<file path="src/rtl/instr_enc_pkg.sv">
// instr_enc_pkg: kind codes, opcodes and funct values shared by the instruction encoder and the control-unit decoder.
package instr_enc_pkg;
    localparam logic [3:0] KIND_NOP  = 4'd0;
    localparam logic [3:0] KIND_ADDU = 4'd1;
    localparam logic [3:0] KIND_SUBU = 4'd2;
    localparam logic [3:0] KIND_LW   = 4'd3;
    localparam logic [3:0] KIND_SW   = 4'd4;
    localparam logic [3:0] KIND_BEQ  = 4'd5;
    localparam logic [3:0] KIND_LUI  = 4'd6;
    localparam logic [3:0] KIND_ORI  = 4'd7;
    localparam logic [3:0] KIND_JAL  = 4'd8;
    localparam logic [3:0] KIND_JR   = 4'd9;

    localparam logic [5:0] OP_RTYPE = 6'h00;
    localparam logic [5:0] OP_LW    = 6'h23;
    localparam logic [5:0] OP_SW    = 6'h2b;
    localparam logic [5:0] OP_BEQ   = 6'h04;
    localparam logic [5:0] OP_LUI   = 6'h0f;
    localparam logic [5:0] OP_ORI   = 6'h0d;
    localparam logic [5:0] OP_JAL   = 6'h03;

    localparam logic [5:0] FN_ADDU = 6'h21;
    localparam logic [5:0] FN_SUBU = 6'h23;
    localparam logic [5:0] FN_JR   = 6'h08;
endpackage

</file>
<file path="src/rtl/instr_fifo.sv">
// instr_fifo: synchronous FIFO with full/empty flags and asynchronous active-high reset.
module instr_fifo #(
    parameter int WIDTH = 32,
    parameter int DEPTH = 4
) (
    input  logic             clk,
    input  logic             reset,
    input  logic             push,
    input  logic             pop,
    input  logic [WIDTH-1:0] din,
    output logic [WIDTH-1:0] head,
    output logic             full,
    output logic             empty
);
    localparam int AW = $clog2(DEPTH);
    logic [WIDTH-1:0] mem [DEPTH];
    logic [AW:0] wp, rp;
    // Pointers carry one extra wrap bit to tell full from empty.
    assign empty = wp == rp;
    assign full  = (wp[AW] != rp[AW]) && (wp[AW-1:0] == rp[AW-1:0]);
    assign head  = mem[rp[AW-1:0]];
    always_ff @(posedge clk or posedge reset)
        if (reset) begin
            wp <= '0;
            rp <= '0;
        end else begin
            if (push && !full) wp <= wp + 1'b1;
            if (pop && !empty) rp <= rp + 1'b1;
        end
    always_ff @(posedge clk)
        if (push && !full) mem[wp[AW-1:0]] <= din;
endmodule

</file>
<file path="src/rtl/instr_encoder.sv">
// instr_encoder: encodes symbolic instruction requests into MIPS words, buffers them and writes them into IM.
// Define INSTR_ENC_ERR_EN to reject kinds 10..15 and expose enc_err / enc_err_count.
module instr_encoder
    import instr_enc_pkg::*;
#(
    parameter int          FIFO_DEPTH = 4,
    parameter int          IM_DEPTH   = 1024,
    parameter logic [31:0] BASE_ADDR  = 32'h0000_3000
) (
    input  logic        clk,
    input  logic        reset,
    input  logic        req_valid,
    output logic        req_ready,
    input  logic [3:0]  req_kind,
    input  logic [4:0]  req_rs,
    input  logic [4:0]  req_rt,
    input  logic [4:0]  req_rd,
    input  logic [25:0] req_imm,
    output logic        im_we,
    input  logic        im_ready,
    output logic [31:0] im_addr,
    output logic [31:0] im_wdata,
    output logic [15:0] words_written,
    output logic        idle
`ifdef INSTR_ENC_ERR_EN
    ,
    output logic        enc_err,
    output logic [7:0]  enc_err_count
`endif
);
    localparam int IW = $clog2(IM_DEPTH);
    logic [31:0] word, head;
    logic [IW-1:0] idx;
    logic full, empty, accept, push, xfer;
    logic [15:0] imm;
    assign imm = req_imm[15:0];
    // Fields a kind does not use are left at zero.
    always_comb begin
        word = '0;
        case (req_kind)
            KIND_ADDU: word = {OP_RTYPE, req_rs, req_rt, req_rd, 5'd0, FN_ADDU};
            KIND_SUBU: word = {OP_RTYPE, req_rs, req_rt, req_rd, 5'd0, FN_SUBU};
            KIND_LW:   word = {OP_LW, req_rs, req_rt, imm};
            KIND_SW:   word = {OP_SW, req_rs, req_rt, imm};
            KIND_BEQ:  word = {OP_BEQ, req_rs, req_rt, imm};
            KIND_LUI:  word = {OP_LUI, 5'd0, req_rt, imm};
            KIND_ORI:  word = {OP_ORI, req_rs, req_rt, imm};
            KIND_JAL:  word = {OP_JAL, req_imm};
            KIND_JR:   word = {OP_RTYPE, req_rs, 15'd0, FN_JR};
            default:   word = '0;
        endcase
    end
    assign req_ready = !full;
    assign accept    = req_valid && req_ready;
    assign im_we     = !empty;
    assign im_wdata  = empty ? 32'h0 : head;
    assign im_addr   = BASE_ADDR + {{(30-IW){1'b0}}, idx, 2'b00};
    assign xfer      = im_we && im_ready;
    assign idle      = empty && !req_valid;
`ifdef INSTR_ENC_ERR_EN
    logic legal;
    assign legal = req_kind <= KIND_JR;
    assign push  = accept && legal;
    always_ff @(posedge clk or posedge reset)
        if (reset) begin
            enc_err       <= 1'b0;
            enc_err_count <= '0;
        end else begin
            enc_err       <= accept && !legal;
            enc_err_count <= (accept && !legal && enc_err_count != 8'hFF) ? enc_err_count + 1'b1 : enc_err_count;
        end
`else
    assign push = accept;
`endif
    instr_fifo #(.WIDTH(32), .DEPTH(FIFO_DEPTH)) u_fifo (
        .clk(clk), .reset(reset), .push(push), .pop(xfer),
        .din(word), .head(head), .full(full), .empty(empty)
    );
    always_ff @(posedge clk or posedge reset)
        if (reset) begin
            idx           <= '0;
            words_written <= '0;
        end else if (xfer) begin
            idx           <= (idx == IW'(IM_DEPTH - 1)) ? '0 : idx + 1'b1;
            words_written <= (words_written == 16'hFFFF) ? words_written : words_written + 1'b1;
        end
endmodule
</file>
<file path="config.mk">
export PLATFORM = sky130hd
export DESIGN_NAME = instr_encoder
export DESIGN_NICKNAME = d
export VERILOG_FILES = /design/src/rtl/instr_enc_pkg.sv /design/src/rtl/instr_fifo.sv /design/src/rtl/instr_encoder.sv
export SDC_FILE = /design/constraint.sdc
export NUM_CORES = 1
export LEC_CHECK = 0
export ABC_AREA = 1
export BUFFER_PORTS_ARGS = -buffer_cell sky130_fd_sc_hd__buf_2
export CAP_MARGIN = 20
export CELL_PAD_IN_SITES_DETAIL_PLACEMENT = 0
export CELL_PAD_IN_SITES_GLOBAL_PLACEMENT = 1
export CORE_UTILIZATION = 47
export DETAILED_ROUTE_END_ITERATION = 8
export PLACE_DENSITY = 0.94
export SLEW_MARGIN = 20
export SYNTH_ARGS = -nofsm -noshare
export SYNTH_HDL_FRONTEND = slang
export SYNTH_HIERARCHICAL = 1
export SYNTH_SLANG_ARGS = --single-unit
</file>
<file path="constraint.sdc">
create_clock -name clk -period 9.1 [get_ports clk]
set_input_delay 0.91 -clock clk [delete_from_list [all_inputs] [get_ports clk]]
set_output_delay 0.91 -clock clk [all_outputs]
set_load 0.01 [all_outputs]
</file>
==> run_summary.xml <==
<?xml version="1.0" encoding="UTF-8"?>
<metrics>
  <group name="cts">
    <metric name="clockBufferDepth" unit="">2</metric>
    <metric name="cts_inserted_buffers" unit="">17</metric>
    <metric name="clock_tree.htree_level_count" unit="">4</metric>
    <metric name="post-cts-setup-buffer-count" unit="">0</metric>
    <metric name="insertion_delay" unit="ps">430</metric>
    <metric name="total_number_of_clock_tree_sinks" unit="">160</metric>
    <metric name="post_cts_resized" unit="">0</metric>
    <metric name="clock_tree.root_cell" unit="">clkbuf_16</metric>
    <metric name="holdBufCountCts" unit="">0</metric>
    <metric name="clock_tree_from_tritoncts" unit="">yes</metric>
    <metric name="clkTransAtPathRegs" unit="ps">60</metric>
  </group>
  <group name="timing">
    <metric name="timing.final.setup_violations" unit="">0</metric>
    <metric name="final.setup_skew" unit="ps">8.309</metric>
    <metric name="fmax" unit="MHz">251.0</metric>
    <metric name="setup_repair_after_global_routing_missed_its_margin" unit="">false</metric>
    <metric name="timing_hold_violations_final" unit="">0</metric>
    <metric name="final_clock_period_utilization_by_the_worst_path" unit="">0.4379</metric>
    <metric name="relSlewSlack" unit="">0.2852</metric>
    <metric name="timing.final.max_slew_violations" unit="">0</metric>
    <metric name="totalNegativeSetupSlack" unit="ps">0</metric>
    <metric name="period_needed" unit="ps">3985</metric>
    <metric name="worst_pin_slew" unit="ps">1070</metric>
  </group>
  <group name="global_routing">
    <metric name="grt_use_total" unit="">0.2012</metric>
    <metric name="grt_first_pass_wirelength" unit="microns">24870</metric>
    <metric name="grt_pass1_vias" unit="">4932</metric>
    <metric name="grt_start_max_net_pins" unit="">66</metric>
    <metric name="antenna_found_initial" unit="">0</metric>
    <metric name="globalRoute.totalOverflow" unit="">0</metric>
  </group>
  <group name="critical_path">
    <metric name="path_class" unit="">reg2out</metric>
    <metric name="cp-start-kind" unit="">flop</metric>
    <metric name="crit_path_top_delay_cell" unit="">dfrtp_2</metric>
    <metric name="worstPathArrival" unit="ps">3070</metric>
    <metric name="cp_max_fo" unit="">37</metric>
    <metric name="cp_num_buf_inv" unit="">4</metric>
    <metric name="crit_top_cell" unit="">buf_4</metric>
    <metric name="critical_path.cell_chain" unit="">buf_4, xnor2_4, nand3_2, inv_1, buf_4, nor2_1, buf_2</metric>
    <metric name="timing.critical_path.max_delay_family" unit="">buffers and inverters</metric>
    <metric name="crit_required" unit="ps">8190</metric>
    <metric name="worst_path_largest_cell_delay" unit="ps">750</metric>
    <metric name="critPathCaptureType" unit="">output port</metric>
  </group>
  <group name="power">
    <metric name="comb_power_share" unit="">0.370</metric>
    <metric name="worst_vdd_ir" unit="V">0.0001847</metric>
    <metric name="cellInternalPower" unit="mW">1.799</metric>
    <metric name="total_leakage_power" unit="nW">3.831</metric>
    <metric name="power.total" unit="mW">2.923</metric>
    <metric name="clkPwrFrac" unit="">0.252</metric>
    <metric name="power.density" unit="nW/um^2">330.2</metric>
    <metric name="pwr-share-seq" unit="">0.378</metric>
    <metric name="total_switching_power" unit="mW">1.124</metric>
    <metric name="switching_share" unit="">0.3844</metric>
  </group>
  <group name="logic_synthesis">
    <metric name="yosys-top-cells-area" unit="">edfxtp_1 (51%), dfrtp_1 (11%), nor2_1 (6.9%)</metric>
    <metric name="synth_largest_area_cell" unit="">edfxtp_1</metric>
    <metric name="ys_types" unit="">36</metric>
    <metric name="syn_inst" unit="">767</metric>
    <metric name="synth_top_cell_area_share" unit="">0.5087</metric>
    <metric name="synthesis.area" unit="sq um">7556</metric>
    <metric name="yosys_register_bits" unit="">160</metric>
    <metric name="ys_warn_count" unit="">6</metric>
    <metric name="ys_seq_area_frac" unit="">0.6147</metric>
    <metric name="synthesized_area_divided_by_synthesized_cell_count" unit="sq um">9.851</metric>
  </group>
  <group name="hold_path">
    <metric name="timing.hold.worst.class" unit="">in2async</metric>
  </group>
  <group name="routing">
    <metric name="drt.antenna.violating_nets" unit="">0</metric>
    <metric name="total_wire_length_after_detailed_routing" unit="microns">15640</metric>
    <metric name="via_per_inst" unit="">4.924</metric>
    <metric name="drc" unit="">0</metric>
    <metric name="average_wire_per_cell_in_the_routed_design" unit="microns">14.23</metric>
    <metric name="drt_iter0_markers" unit="">342</metric>
    <metric name="vias" unit="">5411</metric>
    <metric name="detailedRoute.firstPassIterationCount" unit="">7</metric>
  </group>
  <group name="floorplan">
    <metric name="ioPinCount" unit="">132</metric>
    <metric name="placementRows" unit="">45</metric>
    <metric name="fp.dieW" unit="microns">128.8</metric>
    <metric name="chipHeight" unit="microns">128.8</metric>
    <metric name="dieArea" unit="sq um">16590</metric>
    <metric name="coreArea" unit="sq um">15430</metric>
    <metric name="initial_core_util" unit="">0.4898</metric>
  </group>
  <group name="flow_run">
    <metric name="cap_violations" unit="">0</metric>
  </group>
  <group name="placement">
    <metric name="place.port_buffers" unit="">109</metric>
    <metric name="place_hpwl" unit="microns">9817</metric>
    <metric name="gp_congestion" unit="">0.8506</metric>
  </group>
  <group name="cells_and_area">
    <metric name="syn_to_layout_area_delta" unit="%">17.16</metric>
    <metric name="num-nets-final" unit="">931</metric>
    <metric name="post_route_cells_drive_above_1_share" unit="">0.1926</metric>
    <metric name="antenna_cells" unit="">0</metric>
  </group>
  <group name="status">
    <metric name="run_status" unit="">finished, final reports clean</metric>
  </group>
</metrics>
==> flip-flops by register name (all words and copies together), names as in the netlist <==
register	flops
words_written	16
u_fifo/wp	3
u_fifo/mem	128
idx	10
u_fifo/rp	3
==> cells by family (layout without fill, tap and decap cells) <==
| group | count (synthesis) | in the layout | synth area share |
|---|---|---|---|
| other | 2 | 26 | 0.0009939 |
| adder cells (fa/ha/maj) | 7 | 7 | 0.01159 |
| XOR/XNOR | 16 | 16 | 0.02103 |
| AND/OR/NAND/NOR | 315 | 315 | 0.1717 |
| flip-flops | 160 | 160 | 0.6147 |
| AO/OA/AOI/OAI | 127 | 127 | 0.09422 |
| buffers and inverters | 140 | 237 | 0.08578 |
==> metrics by stage <==
step	area (sq um)	hold WS, ps	util	setup WS, ps	std cells
final	8852	403.1	0.5738	5115	1099
after floorplan	7646	483.7	-	6039	791
after global routing	8852	413.6	0.5738	4837	1099
after CTS	8827	410.9	0.5722	5104	1098
after detailed placement	8205	509.2	0.5319	5570	1066
after global placement	8205	509.1	0.5319	5623	1066
==> layout make-up <==
class / instances / area, sq um
Tap cell: 211 / 264.0
Timing Repair Buffer: 114 / 600.6
Clock inverter: 15 / 196.4
Inverter: 91 / 344.1
Fill cell: 1363 / 6575
Sequential cell: 160 / 4646
Multi-Input combinational cell: 491 / 2376
Clock buffer: 17 / 425.4
==> worst paths after layout <==
check / startpoint / to / slack, ps / cells after the start
max in group asynchronous: reset / words_written[10]$_DFFE_PP0P_ / 8290 / 3
max: u_fifo/rp[0]$_DFFE_PP0P_ / im_wdata[20] / 5120 / 7
min in group clk: idx[8]$_DFFE_PP0P_ / idx[8]$_DFFE_PP0P_ / 530 / 1
min reg2reg: idx[8]$_DFFE_PP0P_ / idx[8]$_DFFE_PP0P_ / 530 / 1
max reg2reg: u_fifo/rp[0]$_DFFE_PP0P_ / u_fifo/mem[1][19]$_DFFE_PP_ / 5890 / 7
min: reset / idx[4]$_DFFE_PP0P_ / 400 / 2
==> power by group through the flow <==
stage          Sequential, mW  Combinational, mW  Clock (mW)
5_1_grt                  1.13               1.23       0.778
2_1_floorplan            1.09              0.745           0
3_3_place_gp             1.11               1.07           0
4_1_cts                  1.10               1.10       0.748
6_report                 1.10               1.08       0.737
3_5_place_dp             1.12               1.09           0
==> layout by cell type (no fill, tap or decap), types with 5 or more instances in the layout <==
master     synthesis  layout
buf_2              9     109
clkbuf_16          0      18
conb_1             2      26
dfrtp_1           32      31
edfxtp_1         128     128
ha_1               7       7
inv_1             86      85
nand2_1          130     130
nand3_1           22      22
nand4_1            8       8
nor2_1           138     135
nor3_1             5       5
o21ai_0           86      86
o21ai_2            5       5
o22ai_1           32      32
xnor2_1            8       8
xor2_1             7       7
==> per-layer routing <==
layer	up-vias	GRT usage	wire, microns
met1	2480	0.2644	7064
li1	2736	-	-
met2	177	0.3307	7644
met4	0	0.08235	234
met5	-	0	0
met3	18	0.03659	700
==> synth_stat cells <==
master and number:
xnor2_4 1, o22ai_1 32, o211ai_1 1, buf_1 1, conb_1 2, inv_1 86, nand3_4 1, nor3_1 5
nand2_2 3, o21ai_0 86, inv_2 3, dfrtp_1 32, inv_4 1, nor2_4 1, buf_6 3, o21ai_4 1
nand3b_1 2, buf_4 23, ha_1 7, clkbuf_1 13, nand3_2 1, nand4_1 8, edfxtp_1 128, nor2_2 2
nor3_2 1, nand2_4 1, xor2_1 7, a22o_1 1, clkinv_1 1, a21oi_1 1, o21ai_2 5, nand3_1 22
xnor2_1 8, nand2_1 130, buf_2 9, nor2_1 138
Power figures use the tool's default switching activity.
